`config.mk`:
```
export PLATFORM = sky130hd
export DESIGN_NAME = inst_encoder_flat
export DESIGN_NICKNAME = d
export VERILOG_FILES = /design/src/rtl/inst_encoder_if.sv /design/src/rtl/inst_encoder.sv /design/src/flat_wrapper.sv
export SDC_FILE = /design/constraint.sdc
export NUM_CORES = 1
export LEC_CHECK = 0
export ABC_AREA = 1
export CAP_MARGIN = 40
export CELL_PAD_IN_SITES_DETAIL_PLACEMENT = 1
export CELL_PAD_IN_SITES_GLOBAL_PLACEMENT = 2
export CORE_MARGIN = 8
export CORE_UTILIZATION = 25
export CTS_BUF_LIST = sky130_fd_sc_hd__clkbuf_4
export DETAILED_ROUTE_END_ITERATION = 10
export HOLD_SLACK_MARGIN = 0.12
export PLACE_DENSITY_LB_ADDON = 0.1
export SLEW_MARGIN = 20
export SYNTH_ARGS = -nofsm -noshare
export SYNTH_HDL_FRONTEND = slang
export SYNTH_SLANG_ARGS = --single-unit
```
`constraint.sdc`:
```
create_clock -name clk -period 3.58 [get_ports clk]
set_input_delay 0.895 -clock clk [delete_from_list [all_inputs] [get_ports clk]]
set_output_delay 0.895 -clock clk [all_outputs]
set_load 0.01 [all_outputs]
```
`src/rtl/inst_encoder_if.sv`:
```
// Request and instruction-memory write bundle for the RV32I instruction encoder.
// The encoder takes the slave side; the program source takes the master side.
interface inst_encoder_if #(
  parameter int ADDR_WIDTH = 8
) ();
  logic                  start;
  logic                  in_valid;
  logic                  in_ready;
  logic [2:0]            in_type;
  logic [4:0]            in_rd;
  logic [4:0]            in_rs1;
  logic [4:0]            in_rs2;
  logic [2:0]            in_funct3;
  logic [6:0]            in_funct7;
  logic [31:0]           in_imm;
  logic                  wr_en;
  logic [ADDR_WIDTH-1:0] wr_addr;
  logic [31:0]           wr_data;
  logic [ADDR_WIDTH:0]   word_count;
  logic                  full;
  logic                  err;
  logic [1:0]            err_code;

  modport slave (
    input  start, in_valid, in_type, in_rd, in_rs1, in_rs2, in_funct3, in_funct7, in_imm,
    output in_ready, wr_en, wr_addr, wr_data, word_count, full, err, err_code
  );

  modport master (
    output start, in_valid, in_type, in_rd, in_rs1, in_rs2, in_funct3, in_funct7, in_imm,
    input  in_ready, wr_en, wr_addr, wr_data, word_count, full, err, err_code
  );
endinterface

```
`src/rtl/inst_encoder.sv`:
```
// Assembles RV32I instruction words from field descriptions and writes them
// sequentially into instruction memory; rejected requests raise a one-cycle err.
module inst_encoder #(
  parameter int ADDR_WIDTH = 8,
  parameter int BASE_ADDR  = 0,
  parameter int MAX_WORDS  = 256
) (
  input logic           clk,
  input logic           rstn,
  inst_encoder_if.slave bus
);

  localparam logic [ADDR_WIDTH-1:0] BASE = ADDR_WIDTH'(BASE_ADDR);
  localparam logic [ADDR_WIDTH:0]   MAXW = (ADDR_WIDTH+1)'(MAX_WORDS);

  localparam logic [2:0] T_R      = 3'd0;
  localparam logic [2:0] T_IALU   = 3'd1;
  localparam logic [2:0] T_LOAD   = 3'd2;
  localparam logic [2:0] T_STORE  = 3'd3;
  localparam logic [2:0] T_BRANCH = 3'd4;
  localparam logic [2:0] T_JAL    = 3'd5;
  localparam logic [2:0] T_JALR   = 3'd6;

  localparam logic [1:0] E_ILLEGAL = 2'd1;
  localparam logic [1:0] E_RANGE   = 2'd2;

  logic                  wr_en_q, wr_en_d;
  logic [ADDR_WIDTH-1:0] wr_addr_q, wr_addr_d;
  logic [31:0]           wr_data_q, wr_data_d;
  logic [ADDR_WIDTH:0]   cnt_q, cnt_d;
  logic                  err_q, err_d;
  logic [1:0]            err_code_q, err_code_d;

  logic        full;
  logic        accept;
  logic        illegal;
  logic        bad_imm;
  logic [31:0] enc;
  logic [31:0] imm;
  logic        fits12, fits13, fits21;

  assign full   = (cnt_q == MAXW);
  assign accept = bus.in_valid & bus.in_ready;
  assign imm    = bus.in_imm;

  // Sign-extension tests: upper bits must all equal the top bit of the field.
  assign fits12 = (imm[31:11] == {21{imm[11]}});
  assign fits13 = (imm[31:12] == {20{imm[12]}});
  assign fits21 = (imm[31:20] == {12{imm[20]}});

  always_comb begin
    enc     = '0;
    illegal = 1'b0;
    bad_imm = 1'b0;
    case (bus.in_type)
      T_R: enc = {bus.in_funct7, bus.in_rs2, bus.in_rs1, bus.in_funct3, bus.in_rd, 7'b0110011};
      T_IALU: begin
        enc     = {imm[11:0], bus.in_rs1, bus.in_funct3, bus.in_rd, 7'b0010011};
        bad_imm = !fits12;
      end
      T_LOAD: begin
        enc     = {imm[11:0], bus.in_rs1, bus.in_funct3, bus.in_rd, 7'b0000011};
        bad_imm = !fits12;
      end
      T_JALR: begin
        enc     = {imm[11:0], bus.in_rs1, bus.in_funct3, bus.in_rd, 7'b1100111};
        bad_imm = !fits12;
      end
      T_STORE: begin
        enc     = {imm[11:5], bus.in_rs2, bus.in_rs1, bus.in_funct3, imm[4:0], 7'b0100011};
        bad_imm = !fits12;
      end
      T_BRANCH: begin
        enc     = {imm[12], imm[10:5], bus.in_rs2, bus.in_rs1, bus.in_funct3,
                   imm[4:1], imm[11], 7'b1100011};
        bad_imm = !fits13 || imm[0];
      end
      T_JAL: begin
        enc     = {imm[20], imm[10:1], imm[11], imm[19:12], bus.in_rd, 7'b1101111};
        bad_imm = !fits21 || imm[0];
      end
      default: illegal = 1'b1;
    endcase
  end

  always_comb begin
    wr_en_d    = 1'b0;
    err_d      = 1'b0;
    err_code_d = 2'd0;
    wr_data_d  = wr_data_q;
    wr_addr_d  = wr_addr_q;
    cnt_d      = cnt_q;
    // start wins over any request presented in the same cycle
    if (bus.start) begin
      cnt_d     = '0;
      wr_addr_d = BASE;
    end else if (accept) begin
      if (illegal) begin
        err_d      = 1'b1;
        err_code_d = E_ILLEGAL;
      end else if (bad_imm) begin
        err_d      = 1'b1;
        err_code_d = E_RANGE;
      end else begin
        wr_en_d   = 1'b1;
        wr_data_d = enc;
        wr_addr_d = BASE + cnt_q[ADDR_WIDTH-1:0];
        cnt_d     = cnt_q + (ADDR_WIDTH+1)'(1);
      end
    end
  end

  always_ff @(posedge clk or negedge rstn) begin
    if (!rstn) begin
      wr_en_q    <= 1'b0;
      wr_addr_q  <= BASE;
      wr_data_q  <= '0;
      cnt_q      <= '0;
      err_q      <= 1'b0;
      err_code_q <= 2'd0;
    end else begin
      wr_en_q    <= wr_en_d;
      wr_addr_q  <= wr_addr_d;
      wr_data_q  <= wr_data_d;
      cnt_q      <= cnt_d;
      err_q      <= err_d;
      err_code_q <= err_code_d;
    end
  end

  assign bus.in_ready   = rstn & ~bus.start & ~full;
  assign bus.wr_en      = wr_en_q;
  assign bus.wr_addr    = wr_addr_q;
  assign bus.wr_data    = wr_data_q;
  assign bus.word_count = cnt_q;
  assign bus.full       = full;
  assign bus.err        = err_q;
  assign bus.err_code   = err_code_q;

endmodule
```
`src/flat_wrapper.sv`:
```
// flat-port wrapper written by rule: the top's interface ports become plain ports
module inst_encoder_flat 
#(
  parameter int ADDR_WIDTH = 8,
  parameter int BASE_ADDR  = 0,
  parameter int MAX_WORDS  = 256
)
  (clk, rstn, bus_start, bus_in_valid, bus_in_type, bus_in_rd, bus_in_rs1, bus_in_rs2, bus_in_funct3, bus_in_funct7, bus_in_imm, bus_in_ready, bus_wr_en, bus_wr_addr, bus_wr_data, bus_word_count, bus_full, bus_err, bus_err_code);
  inst_encoder_if #(.ADDR_WIDTH(ADDR_WIDTH)) bus_i ();
  input logic clk;
  input logic rstn;
  input wire logic [$bits(bus_i.start)-1:0] bus_start;
  input wire logic [$bits(bus_i.in_valid)-1:0] bus_in_valid;
  input wire logic [$bits(bus_i.in_type)-1:0] bus_in_type;
  input wire logic [$bits(bus_i.in_rd)-1:0] bus_in_rd;
  input wire logic [$bits(bus_i.in_rs1)-1:0] bus_in_rs1;
  input wire logic [$bits(bus_i.in_rs2)-1:0] bus_in_rs2;
  input wire logic [$bits(bus_i.in_funct3)-1:0] bus_in_funct3;
  input wire logic [$bits(bus_i.in_funct7)-1:0] bus_in_funct7;
  input wire logic [$bits(bus_i.in_imm)-1:0] bus_in_imm;
  output wire logic [$bits(bus_i.in_ready)-1:0] bus_in_ready;
  output wire logic [$bits(bus_i.wr_en)-1:0] bus_wr_en;
  output wire logic [$bits(bus_i.wr_addr)-1:0] bus_wr_addr;
  output wire logic [$bits(bus_i.wr_data)-1:0] bus_wr_data;
  output wire logic [$bits(bus_i.word_count)-1:0] bus_word_count;
  output wire logic [$bits(bus_i.full)-1:0] bus_full;
  output wire logic [$bits(bus_i.err)-1:0] bus_err;
  output wire logic [$bits(bus_i.err_code)-1:0] bus_err_code;
  assign bus_i.start = bus_start;
  assign bus_i.in_valid = bus_in_valid;
  assign bus_i.in_type = bus_in_type;
  assign bus_i.in_rd = bus_in_rd;
  assign bus_i.in_rs1 = bus_in_rs1;
  assign bus_i.in_rs2 = bus_in_rs2;
  assign bus_i.in_funct3 = bus_in_funct3;
  assign bus_i.in_funct7 = bus_in_funct7;
  assign bus_i.in_imm = bus_in_imm;
  assign bus_in_ready = bus_i.in_ready;
  assign bus_wr_en = bus_i.wr_en;
  assign bus_wr_addr = bus_i.wr_addr;
  assign bus_wr_data = bus_i.wr_data;
  assign bus_word_count = bus_i.word_count;
  assign bus_full = bus_i.full;
  assign bus_err = bus_i.err;
  assign bus_err_code = bus_i.err_code;
  inst_encoder #(.ADDR_WIDTH(ADDR_WIDTH), .BASE_ADDR(BASE_ADDR), .MAX_WORDS(MAX_WORDS)) u_core (.clk(clk), .rstn(rstn), .bus(bus_i));
endmodule
```
==> results of run 1 <==
==> worst min-delay path: cells and delay by family (launching register included) <==
family | cells | cell delay, ps
flops | 1 | 380
simple gates | 2 | 100
==> stage by stage <==
step	setup slack [ps]	hold WS, ps	std cells	util (%)
6_report	508	500	648	37.5
3_5_place_dp	500	464	640	36.8
3_3_place_gp	502	463	640	36.8
2_1_floorplan	1420	513	387	-
5_1_grt	443	534	648	37.5
4_1_cts	489	504	648	37.5
==> power groups by stage <==
stage | combinational, mW | clock [mW] | sequential (mW)
floorplan | 0.145 | 0 | 0.768
global placement | 0.504 | 0 | 0.730
detailed placement | 0.507 | 0 | 0.732
CTS | 0.509 | 0.379 | 0.722
global route | 0.548 | 0.401 | 0.732
finish | 0.496 | 0.363 | 0.719
==> registers in the layout, indices dropped and copies added, names as in the netlist <==
signal                 flops
u_core.bus.err_code        2
u_core.bus.err             1
u_core.bus.wr_data        31
u_core.bus.word_count      9
u_core.bus.wr_addr         8
u_core.bus.wr_en           1
==> cell type report <==
type / instances / area, µm²
timing repair buffer: 123 / 1210
clock buffer: 6 / 45.0
fill: 1418 / 7070
sequential: 52 / 1300
clock inverter: 2 / 38.8
tap: 143 / 179
multi-input combinational: 285 / 1330
inverter: 37 / 139
==> metal layers <==
| metal | GRT usage [%] | up-vias | part of all wire [%] |
|---|---|---|---|
| met5 | 0 | - | 0 |
| met4 | 2.33 | 0 | 0.58 |
| met3 | 3.61 | 5 | 6.0 |
| met2 | 24.0 | 63 | 49 |
| met1 | 17.1 | 1393 | 45 |
| li1 | - | 1480 | - |
==> worst paths after layout <==
| check | from | end | slack [ps] | cells after the start |
|---|---|---|---|---|
| setup / recovery | bus_start | bus_in_ready | 510 | 5 |
| hold / removal | u_core.bus.wr_data[24] | u_core.bus.wr_data[24] | 500 | 2 |
| setup reg to reg | u_core.bus.word_count[0] | u_core.bus.wr_data[31] | 1480 | 13 |
| hold reg to reg | u_core.bus.wr_data[24] | u_core.bus.wr_data[24] | 500 | 2 |
| max in group asynchronous | rstn | u_core.bus.wr_data[25] | 2400 | 2 |
| min in group asynchronous | rstn | u_core.bus.wr_data[9] | 700 | 2 |
==> cells by family after synthesis <==
group / Yosys count / share of synthesized area (%)
flip-flops: 52 / 45.4
AND/OR/NAND/NOR: 226 / 33.1
adder cells (fa/ha/maj): 2 / 0.873
AO/OA/AOI/OAI: 53 / 11.3
buffers and inverters: 50 / 8.12
XOR/XNOR: 4 / 1.22
==> cells in the final DEF, fill, tap and decap left out, drive strengths merged, types with 3 or more instances in the layout <==
cell / instances
a32oi: 6
a22oi: 8
nand2: 132
dfrtp: 52
o21ai: 33
nor2: 45
clkdlybuf4s50: 117
xor2: 3
nand3: 38
clkbuf: 6
buf: 6
nor3: 6
inv: 37
==> results, run 1 <==
- The flow ran to the end, and the final reports show no timing, DRC or antenna violations.
- The largest fanout of any net on the critical path is 3.
- The number of antenna diodes in the final layout is 0.
- The height of the die is approximately 120 µm.
- At the end of the flow, the number of nets in the layout was 570.
- The synthesized design contains 52 register bits.
- The HPWL after detailed placement is 8100 µm.
- The synthesized netlist occupies a cell area of 0.00287 mm².
- The warning count from the yosys run is 0.
- Relative to the synthesized area, the layout overhead comes to 48.2%.
- The slowest stage of the critical path belongs to the cell sky130_fd_sc_hd__clkdlybuf4s50_1.
- The dominant synthesized flop cell is sky130_fd_sc_hd__dfrtp_1.
- In the routed layout, each cell is associated on average with a via count of roughly 4.5.
- The clock arrives with 17.4 ps of skew.
- The nature of the critical path startpoint is an input port.
- The analysis attributes to cell leakage a power of 2.01 nW.
- The cell sitting at the root of the clock tree is a sky130_fd_sc_hd__clkbuf_4.
- The critical path required time is around 2700 ps.
- TritonCTS built the clock tree.
- The floorplan step set the die width to about 120 µm.
- The most frequent cell on the critical path is sky130_fd_sc_hd__clkdlybuf4s50_1.
- The detailed-route wire length is just over 10000 µm.
- The worst-margin pin slew is 711 ps.
- For this run, design rule violations remaining after detail routing come to 0.
- The post-synth net total is ~450.
- The count of port buffers added during placement is roughly 120.
- The clock passes through at most 2 buffers.
- The share of the Yosys chip area taken by registers is between 40% and 50%.
- The fraction of registers with async set or reset after synthesis is between 90% and 100%.
- The number of hold-repair buffers added at the cts stage is 0.
- In the final timing run, aggregate negative setup slack is 0 ps.
- Dividing the synthesized area by the synthesized cell count gives 7.41 µm².
- The CTS clock-pin slew for the worst setup and hold paths is about 160 ps.
- The share of the synthesized area in the top cell type is between 40% and 50%.
- STA puts the critical path data arrival time at ~2200 ps.
- The global placer's final weighted congestion is around 0.77.
- After detailed placement, the total cell area comes to 0.00417 mm².
- Dividing the detail-routed wire length by the instance count gives between 15 and 20 µm.
- The number of violations reported at the end of detailed-routing iteration 0 is 146.
- The total design power is around 1.6 mW.
- The TritonCTS sink count is 52.
- The post-CTS setup buffer count is 0.
- The core region is approximately 0.011 mm².
- The number of search-and-repair iterations in the first detailed-routing pass is 4.
- The number of slew-limit violations in the final report is 0.
- The number of I/O pins is between 100 and 150.
- The number of buffers and inverters on the critical path is 3.
- In this run, distinct cell masters in the synthesized netlist total 34.
- The ratio of total power to cell area is around 370 mW/mm².
- Synthesis produced a netlist whose cell count is approximately 390.
- By area the synthesized netlist is led by sky130_fd_sc_hd__dfrtp_1, sky130_fd_sc_hd__nand2_1, sky130_fd_sc_hd__nand3_1.
- The min-delay analysis places its worst path in the category flop to flop.
- The smallest clock period supported by the final layout is computed as ~3100 ps.
- Once the floorplan was initialized, standard cells occupied around a quarter of the core.
- The count of final hold-check violations is 0.
- The largest area contributor in the netlist is sky130_fd_sc_hd__dfrtp_1.
- In this run the tightest slew margin relative to its limit is between 50% and 60%.
- Row generation in the floorplan step produced 39 rows.
- The critical path goes through clkdlybuf4s50_1, clkinv_1, nand2_1, nor2_4, clkdlybuf4s50_1.
- The largest single stage delay on the critical path is roughly 550 ps.
- Static timing analysis puts the maximum clock frequency at roughly 330 MHz.
- The number of gates resized after CTS was 0.
- The commonest cells after synthesis are sky130_fd_sc_hd__nand2_1, sky130_fd_sc_hd__dfrtp_1, sky130_fd_sc_hd__nor2_1.
- The number of buffers created by CTS is 5.
- In this run, the combinational gates consume about a third of the power.
- For this run, the total global-route usage over all layers was measured as about 14%.
- In this run, synthesis inferred 0 flip-flops with an integrated enable.
- The maximum number of pins on one net before global-route repair is 53.
- The total internal power is ~1.1 mW.
- The critical path in this run is classified as input port to output port.
- The analysis attributes to net switching a power of between 0.4 and 0.5 mW.
- Summed over all layers, the global routing overflow is 0.
- The sequential fraction of design power is a little under half.
- The clock latency on the worst-skew pair is 380 ps.
- The post-route standard cell area excluding fillers is approximately 0.0042 mm².
- The die covers between 0.015 and 0.02 mm².
- Grouping stages by cell kind, the critical path spends the most delay in buffers and inverters.
- Summing over every cut layer, the via total after detailed routing is just under 3000.
- Max-cap violations in this run came to 0.
- In this run switching power makes up between 30% and 40% of total power.
- The initial antenna violation count is 0.
- The deepest level of the CTS H-tree is 2.
- The number of routed nets with antenna violations is 0.
- The worst setup path is captured at an output port.
- The setup-violating endpoint count in the final report is 0.
- Cells with a size suffix above 1 make up roughly 6% of the layout.
- The number of global-route vias before repair came to around 3200.
- The first-pass GRT wire length is roughly 17000 µm.
- The worst-case IR drop observed on VDD is between 0.15 and 0.2 mV.
- The most frequent cell after synthesis is sky130_fd_sc_hd__nand2_1.
- Setup repair after global routing left no endpoint under its margin.
- After layout, the worst path uses a little under nine tenths of the clock period.
- The clock network accounts for a little under a quarter of the total power.
(Power assumes the default switching activity.)
==> run 2: changes to the inputs <==
--- a/config.mk
+++ b/config.mk
@@ -13,4 +13,5 @@
 export CORE_UTILIZATION = 25
 export CTS_BUF_LIST = sky130_fd_sc_hd__clkbuf_4
+export CTS_CLUSTER_DIAMETER = 150
 export DETAILED_ROUTE_END_ITERATION = 10
 export HOLD_SLACK_MARGIN = 0.12
==> constraint.sdc (replaced) <==
create_clock -name clk -period 3.58 [get_ports clk]
set_input_delay 0.895 -clock clk [delete_from_list [all_inputs] [get_ports clk]]
set_output_delay 0.895 -clock clk [all_outputs]
set_load 0.1 [all_outputs]
==> run 2 against run 1 <==
  * Non-clock buffer count stayed put
  * Flip-flop and latch count stayed put
  * Utilization is 1.2 points lower
  * Fmax is 11% higher
  * Sequential power is 0.6% higher
  * Largest cell class unchanged
  * Register-to-register slack worse by 40 ps
  * Cell count stayed put
  * Highest routed layer unchanged
==> results, run 2 (synthesis results as in run 1) <==
- The part of the total power dissipated in combinational logic is between 50% and 60%.
- The CTS clock-pin slew for the worst setup and hold paths is ~160 ps.
- The maximum number of pins on one net before global-route repair is 53.
- In this run the cell area measured after placement is roughly 0.0041 mm².
- Once the floorplan was initialized, standard cells occupied roughly a quarter of the core.
- The worst hold path passes through 2 cells.
- Summed over all layers, the global routing overflow is 0.
- For this block, the routed nets add up to between 10000 and 15000 µm of wire.
- The ratio of total power to cell area is 510 mW/mm².
- The initial antenna violation count was 0.
- The maximum clock path buffer count is 2.
- The arrival time of data at the critical path endpoint is around 1900 ps.
- The count of final hold-check violations is 0.
- Global routing consumed, over all layers together, 13.9% of the routing resources.
- The fmax is 361 MHz.
- The analysis attributes to net switching a power of 1.11 mW.
- The area inside the core boundary is roughly 0.011 mm².
- Setup repair after global routing left no endpoint under its margin.
- The number of global-route vias before repair is 3292.
- The met2 global-route usage is 24.7%.
- The slowest library cell on the worst path is sky130_fd_sc_hd__clkdlybuf4s50_1.
- The final routed DRC violation total is 0.
- The buffer cell driving the clock tree root is sky130_fd_sc_hd__clkbuf_4.
- The post-route standard cell area excluding fillers is ~0.0041 mm².
- The total of fill cells in the finished design is between 1000 and 1500.
- The number of I/O pins is about 120.
- In this run, the number of DRC markers left after iteration 0 of detailed routing was 140.
- Counting every sink on the clock net gives 52.
- met2 is the most crowded layer.
- Measured along the y axis, the die boundary spans between 100 and 150 µm.
- The critical path capture point type is an output port.
- The number of search-and-repair iterations in the first detailed-routing pass is 4.
- In the global route stage, met1 resource usage came out at about 16%.
- Setup violations remaining at the end of the flow were counted as 0.
- The cell type group with the largest total delay on the critical path is buffers and inverters.
- The worst-margin pin slew is between 700 and 800 ps.
- The relative area change from synthesis to final layout is 43.6%.
- The number of hold-repair buffers added at the cts stage is 0.
- After detailed routing, the average wire length per cell comes to approximately 16 µm.
- The clock tree from TritonCTS is done.
- For met3 alone, demand over resource in global routing was 4.11%.
- The critical path goes through clkdlybuf4s50_1, clkinv_1, nand2_1, nor2_4, buf_12.
- The proportion of total power due to net switching is between 50% and 60%.
- Total power for the finished layout comes to about 2.1 mW.
- The flow ran to the end, and the final reports show no timing, DRC or antenna violations.
- The number of setup buffers added after CTS is 0.
- The global placer's final weighted congestion is around 0.76.
- Clock skew on the completed layout was measured at roughly 21 ps.
- For this run, the number of standard cells in the final layout without fillers is 648.
- Of all nets on the critical path, the largest fanout is 3.
- The worst setup path is launched from an input port.
- The number of routed nets with antenna violations is 0.
- In this run the number of H-tree levels came out at 2.
- The instance count after placement with tap cells included is 640.
- The count of port buffers added during placement is around 120.
- The register with the most flip-flops in the layout has 31 of them.
- The total internal power is 0.993 mW.
- In this run the tightest slew margin relative to its limit is 49.3%.
- The HPWL after detailed placement is roughly 8200 µm.
- The cell depth of the worst flop-to-flop path is 13.
- The static leakage is 2.09 nW.
- The clock latency on the worst-skew pair is a little under 400 ps.
- Of the cells placed in the final design, the portion with a size suffix greater than 1 is 16.6%.
- The min-delay analysis places its worst path in the category flop to flop.
- The final critical path takes up between 70% and 80% of the cycle.
- From left edge to right edge, the die measures between 100 and 150 µm.
- The clock network is responsible for 14.3% of the overall power.
- Data on the critical path is required at its endpoint by around 2700 ps.
- The total number of vias is 2981.
- The post-route setup TNS is 0 ps.
- Max-cap violations in this run came to 0.
- The library cell used most frequently in the layout, excluding fill and tap cells, is sky130_fd_sc_hd__nand2_1.
- Dividing the detail-routed via count by the number of cells gives 4.60.
- The final layout contains 570 nets.
- The number of stages on the worst setup path is 5.
- On the worst path, the slowest cell contributes a delay of approximately 440 ps.
- In the layout the commonest cells are sky130_fd_sc_hd__nand2_1, sky130_fd_sc_hd__clkdlybuf4s50_1, sky130_fd_sc_hd__buf_4, sky130_fd_sc_hd__dfrtp_1, sky130_fd_sc_hd__nor2_1.
- VDD sags by at most around 0.35 mV.
- The number of cells upsized or downsized after cts is 0.
- The floorplan die area is 0.0151 mm².
- The total number of placement rows is 39.
- The number of slew-limit violations in the final report came to 0.
- The worst path needs 2770 ps of the cycle, external delays included.
- The first global-routing pass estimated 16700 µm of wire.
- The count of antenna diodes in the layout is 0.
- The number of buffers created by CTS is 5.
- The start-to-end type of the worst setup path is input port to output port.
- Counting both buffers and inverters, the worst setup path holds a total of 3.
- The sequential fraction of design power is between 30% and 40%.
[run 2: cell types whose count changed in the layout (fill, tap and decap cells not counted), sizes merged]
| cell | previous run | this run |
|---|---|---|
| clkinvlp | 0 | 1 |
| clkinv | 1 | 2 |
| bufinv | 1 | 0 |
| clkdlybuf4s50 | 117 | 63 |
| buf | 6 | 60 |
| clkbuf | 6 | 5 |
[run 2: worst paths after layout]
| path | to | slack (ps) | start |
|---|---|---|---|
| worst max-delay path | bus_in_ready | 810 | bus_start |
| worst min-delay path | u_core.bus.wr_data[11] | 510 | u_core.bus.wr_data[11] |
| worst max register to register | u_core.bus.wr_data[6] | 1440 | u_core.bus.word_count[0] |
| worst min register to register | u_core.bus.wr_data[11] | 510 | u_core.bus.wr_data[11] |
| max in group asynchronous | u_core.bus.wr_addr[3] | 2440 | rstn |
| min in group asynchronous | u_core.bus.err_code[1] | 700 | rstn |
[run 2: area by class of cell]
cell class                      instances  area [µm²]  share of cell area [%]
Clock inverter                          3        27.5                   0.669
Inverter                               37         139                    3.37
Tap cell                              143         179                    4.35
Timing Repair Buffer                  123        1100                    26.7
Clock buffer                            5        37.5                   0.912
Multi-Input combinational cell        285        1330                    32.4
Sequential cell                        52        1300                    31.6
[run 2: through the flow]
step	util, %	hold slack [ps]	setup slack [ps]
finish	36.4	507	812
detailed placement	35.8	470	519
global route	36.4	529	724
CTS	36.4	514	802
global placement	35.6	467	564
floorplan	-	599	368
[run 2: power by group through the flow]
stage / Clock (mW) / Sequential [mW] / Combinational [mW]
floorplan: 0 / 1.35 / 0.160
global placement: 0 / 0.735 / 1.08
detailed placement: 0 / 0.735 / 1.09
CTS: 0.318 / 0.725 / 1.09
global route: 0.338 / 0.735 / 1.13
finish: 0.301 / 0.723 / 1.08
[run 2: layer usage]
metal | vias up | wire (µm)
met5 | - | 0
met4 | 0 | 82
met3 | 7 | 681
met2 | 65 | 5250
met1 | 1428 | 4340
li1 | 1481 | -
[run 2: worst reg2reg max path, cell delays in order (launching register included)]
cell and delay, ps:
sky130_fd_sc_hd__dfrtp_1 480, sky130_fd_sc_hd__inv_1 90, sky130_fd_sc_hd__ha_1 230, sky130_fd_sc_hd__nand3_1 90
sky130_fd_sc_hd__nor2_1 50, sky130_fd_sc_hd__nand3_2 60, sky130_fd_sc_hd__inv_2 50, sky130_fd_sc_hd__nor2_4 120
sky130_fd_sc_hd__nand2_2 100, sky130_fd_sc_hd__nor2_1 130, sky130_fd_sc_hd__nand3_2 110, sky130_fd_sc_hd__inv_2 380
sky130_fd_sc_hd__nand2_1 130, sky130_fd_sc_hd__nand2_1 80
